## src/rtl/pos_cell_reader.sv

```systemverilog
// Purpose : streams one particle cell (count word 0, then words 1..count) from a cell memory.
// Latency : start to first out_valid is 7 cycles; one word per cycle while out_ready is held high.
// Backpress: out_ready low stalls the output with data held stable; reads stop while in-flight + queued reaches 4.
//
// Ports:
//   clk, rst_n           : clock and asynchronous active-low reset
//   start / busy / done  : one-cycle request, in-progress flag, one-cycle completion pulse
//   mem_address, mem_rden, mem_wren, mem_q : cell memory port (read data arrives 2 cycles after issue)
//   particle_count       : count word latched for the current cell
//   out_valid/out_ready/out_data/out_index/out_last : particle stream, out_index = word address
//   count_err            : sticky flag for a clamped count
//
// Build option: define POS_CELL_READER_COUNT_CLAMP_EN to clamp counts above PARTICLE_NUM-1 and
// raise count_err; without it the count is used as read and count_err stays 0.
module pos_cell_reader #(
    parameter int DATA_WIDTH   = 96,
    parameter int ADDR_WIDTH   = 8,
    parameter int PARTICLE_NUM = 220
) (
    input  logic                  clk,
    input  logic                  rst_n,
    input  logic                  start,
    output logic                  busy,
    output logic                  done,
    output logic [ADDR_WIDTH-1:0] mem_address,
    output logic                  mem_rden,
    output logic                  mem_wren,
    input  logic [DATA_WIDTH-1:0] mem_q,
    output logic [ADDR_WIDTH-1:0] particle_count,
    output logic                  out_valid,
    input  logic                  out_ready,
    output logic [DATA_WIDTH-1:0] out_data,
    output logic [ADDR_WIDTH-1:0] out_index,
    output logic                  out_last,
    output logic                  count_err
);

    // The cell memory cannot hold more words than the address space reaches.
    if (PARTICLE_NUM > (1 << ADDR_WIDTH)) begin : g_bad_cfg
        $error("pos_cell_reader: PARTICLE_NUM exceeds the address space");
    end

    typedef enum logic [2:0] {IDLE, RD_CNT, WAIT_CNT, STREAM, DRAIN, FIN} state_t;

    state_t                state, state_nxt;
    logic                  wait_2nd;
    logic [ADDR_WIDTH-1:0] rd_ptr;
    logic [ADDR_WIDTH-1:0] addr_hold;
    logic                  issue;

    // Two-deep shadow of the memory read pipeline: a read issued in cycle t returns in t+2.
    logic [1:0]            pipe_vld;
    logic [ADDR_WIDTH-1:0] pipe_idx [2];

    logic [DATA_WIDTH-1:0] fifo_dat [4];
    logic [ADDR_WIDTH-1:0] fifo_idx [4];
    logic [1:0]            fifo_wp, fifo_rp;
    logic [2:0]            fifo_cnt;
    logic                  push, pop;
    logic [2:0]            in_flight;
    logic                  room;

    logic [ADDR_WIDTH-1:0] cnt_eff;

`ifdef POS_CELL_READER_COUNT_CLAMP_EN
    localparam logic [ADDR_WIDTH-1:0] CNT_MAX = ADDR_WIDTH'(PARTICLE_NUM - 1);
    logic cnt_over;
    assign cnt_over = (mem_q[ADDR_WIDTH-1:0] > CNT_MAX);
    assign cnt_eff  = cnt_over ? CNT_MAX : mem_q[ADDR_WIDTH-1:0];

    always_ff @(posedge clk or negedge rst_n) begin
        if (!rst_n) begin
            count_err <= 1'b0;
        end else if (state == WAIT_CNT && wait_2nd && cnt_over) begin
            count_err <= 1'b1;
        end
    end
`else
    assign cnt_eff   = mem_q[ADDR_WIDTH-1:0];
    assign count_err = 1'b0;
`endif

    assign busy      = (state != IDLE);
    assign done      = (state == FIN);
    assign mem_wren  = 1'b0;

    // Reads are admitted only while every word already requested still has a FIFO slot.
    assign in_flight = {2'b00, pipe_vld[0]} + {2'b00, pipe_vld[1]};
    assign room      = ((in_flight + fifo_cnt) < 3'd4);

    assign push      = pipe_vld[1];
    assign out_valid = (fifo_cnt != 3'd0);
    assign out_data  = fifo_dat[fifo_rp];
    assign out_index = fifo_idx[fifo_rp];
    assign out_last  = out_valid && (out_index == particle_count);
    assign pop       = out_valid && out_ready;

    always_comb begin
        state_nxt   = state;
        mem_rden    = 1'b0;
        mem_address = addr_hold;
        issue       = 1'b0;
        case (state)
            IDLE:     if (start) state_nxt = RD_CNT;
            RD_CNT: begin
                mem_rden    = 1'b1;
                mem_address = '0;
                state_nxt   = WAIT_CNT;
            end
            WAIT_CNT: if (wait_2nd) state_nxt = (cnt_eff == '0) ? FIN : STREAM;
            STREAM: begin
                if (room) begin
                    mem_rden    = 1'b1;
                    mem_address = rd_ptr;
                    issue       = 1'b1;
                    if (rd_ptr == particle_count) state_nxt = DRAIN;
                end
            end
            DRAIN:    if (pop && out_last) state_nxt = FIN;
            FIN:      state_nxt = IDLE;
            default:  state_nxt = IDLE;
        endcase
    end

    always_ff @(posedge clk or negedge rst_n) begin
        if (!rst_n) begin
            state          <= IDLE;
            wait_2nd       <= 1'b0;
            rd_ptr         <= '0;
            addr_hold      <= '0;
            particle_count <= '0;
            pipe_vld       <= 2'b00;
            pipe_idx[0]    <= '0;
            pipe_idx[1]    <= '0;
        end else begin
            state       <= state_nxt;
            addr_hold   <= mem_address;
            wait_2nd    <= (state == WAIT_CNT) && !wait_2nd;
            pipe_vld    <= {pipe_vld[0], issue};
            pipe_idx[0] <= rd_ptr;
            pipe_idx[1] <= pipe_idx[0];
            if (state == WAIT_CNT && wait_2nd) begin
                particle_count <= cnt_eff;
                rd_ptr         <= ADDR_WIDTH'(1);
            end else if (issue) begin
                rd_ptr <= rd_ptr + 1'b1;
            end
        end
    end

    // Storage is cleared on reset so the idle output bus reads as zero.
    always_ff @(posedge clk or negedge rst_n) begin
        if (!rst_n) begin
            fifo_wp  <= 2'd0;
            fifo_rp  <= 2'd0;
            fifo_cnt <= 3'd0;
            for (int i = 0; i < 4; i++) begin
                fifo_dat[i] <= '0;
                fifo_idx[i] <= '0;
            end
        end else begin
            if (push) begin
                fifo_dat[fifo_wp] <= mem_q;
                fifo_idx[fifo_wp] <= pipe_idx[1];
                fifo_wp           <= fifo_wp + 2'd1;
            end
            if (pop) fifo_rp <= fifo_rp + 2'd1;
            case ({push, pop})
                2'b10:   fifo_cnt <= fifo_cnt + 3'd1;
                2'b01:   fifo_cnt <= fifo_cnt - 3'd1;
                default: fifo_cnt <= fifo_cnt;
            endcase
        end
    end

endmodule

```

## config.mk

```make
export PLATFORM = sky130hd
export DESIGN_NAME = pos_cell_reader
export DESIGN_NICKNAME = d
export VERILOG_FILES = /design/src/rtl/pos_cell_reader.sv
export SDC_FILE = /design/constraint.sdc
export NUM_CORES = 1
export LEC_CHECK = 0
export CORE_AREA = 2 2 256 233
export DETAILED_ROUTE_END_ITERATION = 16
export DIE_AREA = 0 0 258 235
export PLACE_DENSITY = 0.62
export REMOVE_ABC_BUFFERS = 1
export SYNTH_ARGS = -nofsm -noshare
export SYNTH_HDL_FRONTEND = slang
export SYNTH_SLANG_ARGS = --single-unit
```

## constraint.sdc

```tcl
create_clock -name clk -period 5.9 [get_ports clk]
set_input_delay 1.18 -clock clk [delete_from_list [all_inputs] [get_ports clk]]
set_output_delay 1.18 -clock clk [all_outputs]
set_load 0.02 [all_outputs]
```

# After elaboration in Yosys (flattened, before gate mapping)
# Cells that the tools add are included.
# word_totals
out_inout_bits	127
n_memories	0
rom_bits	0
reg_bits	469
ram_bits	0
latch_bits	0
elab_cells	87
input_bits	100
# classes
mux	27
shift	0
eq_ne	14
magnitude_cmp	4
n_reduce_logical	14
addsub	7
div_mod_pow	0
mul	0
bitwise_logic	2
# op_table
operator	n
bitwise mux 384 bit	1
2-to-1 mux 96 bit	3
binary-select mux 96 bit (select 2 bit)	1
demux 96 bit (select 2 bit)	1
2-to-1 mux 8 bit	6
bitwise mux 32 bit	1
2-to-1 mux 3 bit	6
binary-select mux 8 bit (select 2 bit)	1
demux 8 bit (select 2 bit)	1
equality test 8 bit	2
case mux 8 bit (2 select lines)	1
case mux 3 bit (5 select lines)	1
inequality test 2 bit, second input constant	5
adder 8 x 1 -> 8 bit, second input constant	1
logical NOT 8 bit	1
equality test 3 x 2 -> 1 bit, second input constant	2
equality test 3 bit, second input constant	2
>= comparator 3 bit, second input constant	2
logical AND 1 bit	6
inverter 2 -> 3 bit	2
case mux 3 bit (2 select lines)	1
nonzero test 3 bit	2
AND reduction 5 bit	1
adder 2 x 1 -> 2 bit, second input constant	2
other kinds (14)	16

# Longest topological paths before layout
# logic_depth
word_depth	9
mapped_depth	9
mapped_depth_nobuf	8

# Worst setup path before layout
# Ideal clock, no wire load.
# synth_timing
path_type	flip-flop to output port
from	reg fifo_rp[0]
to	out out_last
path_stages_with_launch	8
arrival_ps	1772
required_ps	4720
setup_slack_ps	2948
path_buffers	2
path_cell_list	dfrtp_1 > buf_6 > buf_6 > mux4_2 > xnor2_1 > nand4_1 > nor2_1 > and2_1
# synth_via
elab_chain_cells	6
# synth_rtl
item	line	rtl
from (decl)	57	logic [1:0] fifo_wp, fifo_rp;
from (signal assigned)	167	if (pop) fifo_rp <= fifo_rp + 2'd1;
inverter 2 -> 3 bit (implied by the code)	94	assign out_index = fifo_idx[fifo_rp];
binary-select mux 8 bit (select 2 bit)	94	
2-to-1 mux 8 bit (implied by the code) (2 in a row)	94	
via out_index[6]	33	output logic [ADDR_WIDTH-1:0] out_index,
equality test 8 bit	95	assign out_last = out_valid && (out_index == particle_count);
logical AND 1 bit	95	
to (decl)	34	output logic out_last,
# The timed path passes the listed nets, and every way through them passes these cells. The select of a mux whose other input is x is not followed.

# Worst setup path after layout
# layout_timing
from	reg fifo_rp[1]
to	out out_last
# layout_via
elab_chain_cells	6
# layout_rtl
item	line
inverter 2 -> 3 bit (implied by the code)	94
binary-select mux 8 bit (select 2 bit)	94
2-to-1 mux 8 bit (implied by the code) (2 in a row)	94
equality test 8 bit	95
logical AND 1 bit	95
# Every way passes these cells. The select of a mux whose other input is x is not followed.

==> results.sh <==
export IMPL_cp_startpoint="fifo_rp[1]"
export IMPL_postPlaceCellArea_um2=23100
export IMPL_synthFlopType="dfrtp_1"
export IMPL_fp_dieH_um=235
export IMPL_yosysUniqueCellTypes=39
export IMPL_design_area_um2=24900
export IMPL_status="finished clean"
export IMPL_seq_area_frac_synth_pct=58.4
export IMPL_ys_warn_count=0
export IMPL_cts_inserted_buffers=51
export IMPL_synth_edff_count=0
export IMPL_reg2reg_depth=4
export IMPL_crit_reg2reg_launch="fifo_wp[0]"
export IMPL_avgRoutedWirePerCell_um=20.0
export IMPL_clkSinkCount=469
export IMPL_critPathTopFamily="flip-flops"
export IMPL_fp_dieW_um=258
export IMPL_place_inst=2148
export IMPL_hold_buffers=0
export IMPL_top_usage_layer="met2"
export IMPL_hp_class="flop to flop"
export IMPL_vias=11000
export IMPL_min_period_ps=4630
export IMPL_htreeDepth=2
export IMPL_finalCritPeriodShare_pct=78.5
export IMPL_setup_worst_path_end_class="output pin"
export IMPL_r2r_slack_ps=3110
export IMPL_skew_ps=20.6
export IMPL_fin_setup_tns_ps=0
export IMPL_met3_usage_pct=3.38
export IMPL_worstPathRequired_ps=4720
export IMPL_irDropWorstVdd_uv=314
export IMPL_initial_core_util_pct=34.7
export IMPL_wirelength_mm=44.7
export IMPL_io_buffers=224
export IMPL_syn_to_final_growth_pct=23.9
export IMPL_cpPeakStageDelay_ps=1040
export IMPL_grt_first_pass_wirelength_mm=71.8
export IMPL_hold_ws_ps=346
export IMPL_antenna_left=0
export IMPL_ys_seq_elements=469
export IMPL_drtIter0Drc=513
export IMPL_worst_path_max_fanout=50
export IMPL_crit_type="flop to output pin"
export IMPL_post_cts_buffers=0
export IMPL_gp_congestion=0.740
export IMPL_cts_resized=0
export IMPL_layout_nets=1535
export IMPL_drive_gt1_share_pct=42.8
export IMPL_synth_cells=1212
export IMPL_slowest_stage="dfrtp_4"
export IMPL_coreArea_um2=57900
export IMPL_syn_area_um2=20100
export IMPL_fin_ws_ps=1270
export IMPL_drc_errors=0
export IMPL_crit_chain="mux4_2 > xnor2_1 > nand4_1 > nor2_1 > and2_1 > clkdlybuf4s50_1"
export IMPL_antenna_found_initial=1
export IMPL_fmaxAchievable_mhz=216
export IMPL_rows=84
export IMPL_place_detailed_hpwl_mm=26.7
export IMPL_fin_cells=2236
export IMPL_root_buffer="clkbuf_16"
export IMPL_grt_usage_pct=15.0
export IMPL_io_pins=227
export IMPL_drv_slew=0
export IMPL_slew_headroom_pct=27.1
export IMPL_grtUsageMet1_pct=20.5
export IMPL_rsz0062_at_grt="no"
export IMPL_power_leakage_nw=10.4
export IMPL_grt_pass1_vias=12300
export IMPL_reg2reg_to="fifo_dat[36]"
export IMPL_maxCapViolations=0
export IMPL_path_clk_slew_ps=60
export IMPL_start_kind="flop"
export IMPL_worst_pin_slew_ps=1090
export IMPL_crit_path_end="out_last"
export IMPL_gr_total_overflow=0
export IMPL_cts_buffer_depth=3
export IMPL_fillCellCount=5130
export IMPL_dp_slack_ps=1860
export IMPL_insertion_delay_ps=580
export IMPL_path_buf_inv=1
export IMPL_syn_area_per_cell_um2=16.6
export IMPL_vias_per_cell=4.93
export IMPL_async_flop_share_pct=100
export IMPL_crit_cells=6
export IMPL_cts_tree="built"
export IMPL_setup_violations_final=0
export IMPL_finalHoldViolCount=0
export IMPL_critPathArrivalTime_ps=3450
export IMPL_groute_layer_met2_usage_pct=24.2
export IMPL_grt_max_degree=133
export IMPL_power_density_nw_per_um2=627
export IMPL_first_pass_iters=4
export IMPL_dieArea_um2=60600
-- registers in the layout (all words and copies together) (netlist names), 3 cells and up --
register,cells
state,3
rd_ptr,8
addr_hold,8
fifo_cnt,3
pipe_idx,16
fifo_dat,384
particle_count,8
fifo_idx,32
-- cells in the mapped netlist, drive strengths merged (7+ instances only) --
cell type / instances / area (µm²)
inv: 7 / 26.3
ha: 7 / 87.6
mux2: 417 / 4700
mux4: 104 / 2340
nand4: 7 / 43.8
nand2: 39 / 146
xnor2: 22 / 193
clkbuf: 15 / 56.3
a22o: 8 / 70.1
nor2: 10 / 37.5
buf: 63 / 314
dfrtp: 469 / 11700
-- worst reg2reg max path, stage by stage (launching register included) --
cell and delay, ps:
dfrtp_1 420, ha_1 240, nand2_4 780, buf_4 800
mux2_2 440
-- worst min path at each step --
stage	start	to	slack [ps]	cells after the start
detailed placement	pipe_idx[14]	pipe_idx[6]	330	0
CTS	pipe_idx[14]	pipe_idx[6]	350	0
floorplan	pipe_idx[8]	pipe_idx[0]	330	0
global placement	pipe_idx[10]	pipe_idx[2]	330	0
global route	pipe_idx[8]	pipe_idx[0]	360	0
finish	pipe_idx[15]	pipe_idx[7]	350	0
-- metal layers --
| layer | share of wire, % | vias to the layer above |
|---|---|---|
| met5 | 0.020 | - |
| met4 | 1.9 | 2 |
| met3 | 4.9 | 60 |
| met2 | 48 | 187 |
| met1 | 46 | 5866 |
| li1 | - | 4917 |
-- cells in the final DEF, fill, tap and decap left out, types with 2 or more instances in the layout --
cell	netlist	routed
inv_1	7	7
clkbuf_16	0	53
nand2_4	0	4
xnor2_1	22	22
or3_1	2	2
and2_1	2	2
nand2_1	39	35
clkbuf_1	15	6
mux4_2	104	104
nor4_1	5	5
conb_1	1	2
dfrtp_1	469	467
clkdlybuf4s50_1	0	223
o21ai_0	3	3
buf_4	3	12
clkbuf_8	0	15
clkinv_2	0	6
nand3_1	2	2
buf_12	0	3
bufinv_16	0	5
a21oi_1	3	3
dfrtp_4	0	2
mux2_2	417	417
ha_1	7	7
nand4_1	7	7
clkinvlp_4	0	2
and4_1	2	2
nor2_1	10	10
mux2i_1	6	6
xor2_1	4	4
a22o_1	8	8
-- cell type report --
type | instances | area (µm²) | area share, %
inverter | 7 | 26.3 | 0.106
clock buffer | 74 | 1560 | 6.25
antenna | 1 | 2.50 | 0.0101
tap | 774 | 968 | 3.89
sequential | 469 | 11700 | 47.2
clock inverter | 13 | 195 | 0.785
timing repair buffer | 239 | 2400 | 9.64
multi-input combinational | 659 | 7980 | 32.1
-- stage by stage --
| step | power (W) | utilization [%] |
|---|---|---|
| after floorplan | 0.00994 | - |
| after global placement | 0.0123 | 39.9 |
| after detailed placement | 0.0125 | 39.9 |
| after CTS | 0.0158 | 42.9 |
| after global routing | 0.0165 | 42.9 |
| final | 0.0156 | 42.9 |
-- power by group --
group / internal (W) / switching [W]
sequential: 0.00475 / 0.000935
combinational: 0.00380 / 0.00280
clock: 0.00203 / 0.00127
total: 0.0106 / 0.00501
-- cell families (layout without fill, tap and decap cells) --
| family | count (synthesis) | in the layout | synth area share, % |
|---|---|---|---|
| fa+ha+maj | 8 | 8 | 0.536 |
| xor+xnor | 26 | 26 | 1.13 |
| simple gates | 78 | 78 | 1.88 |
| flops | 469 | 469 | 58.4 |
| other cells | 1 | 3 | 0.0187 |
| compound gates | 18 | 18 | 0.673 |
| buf+inv | 85 | 333 | 1.98 |
| mux | 527 | 527 | 35.3 |
No activity file was read; power rests on OpenSTA's default activity.
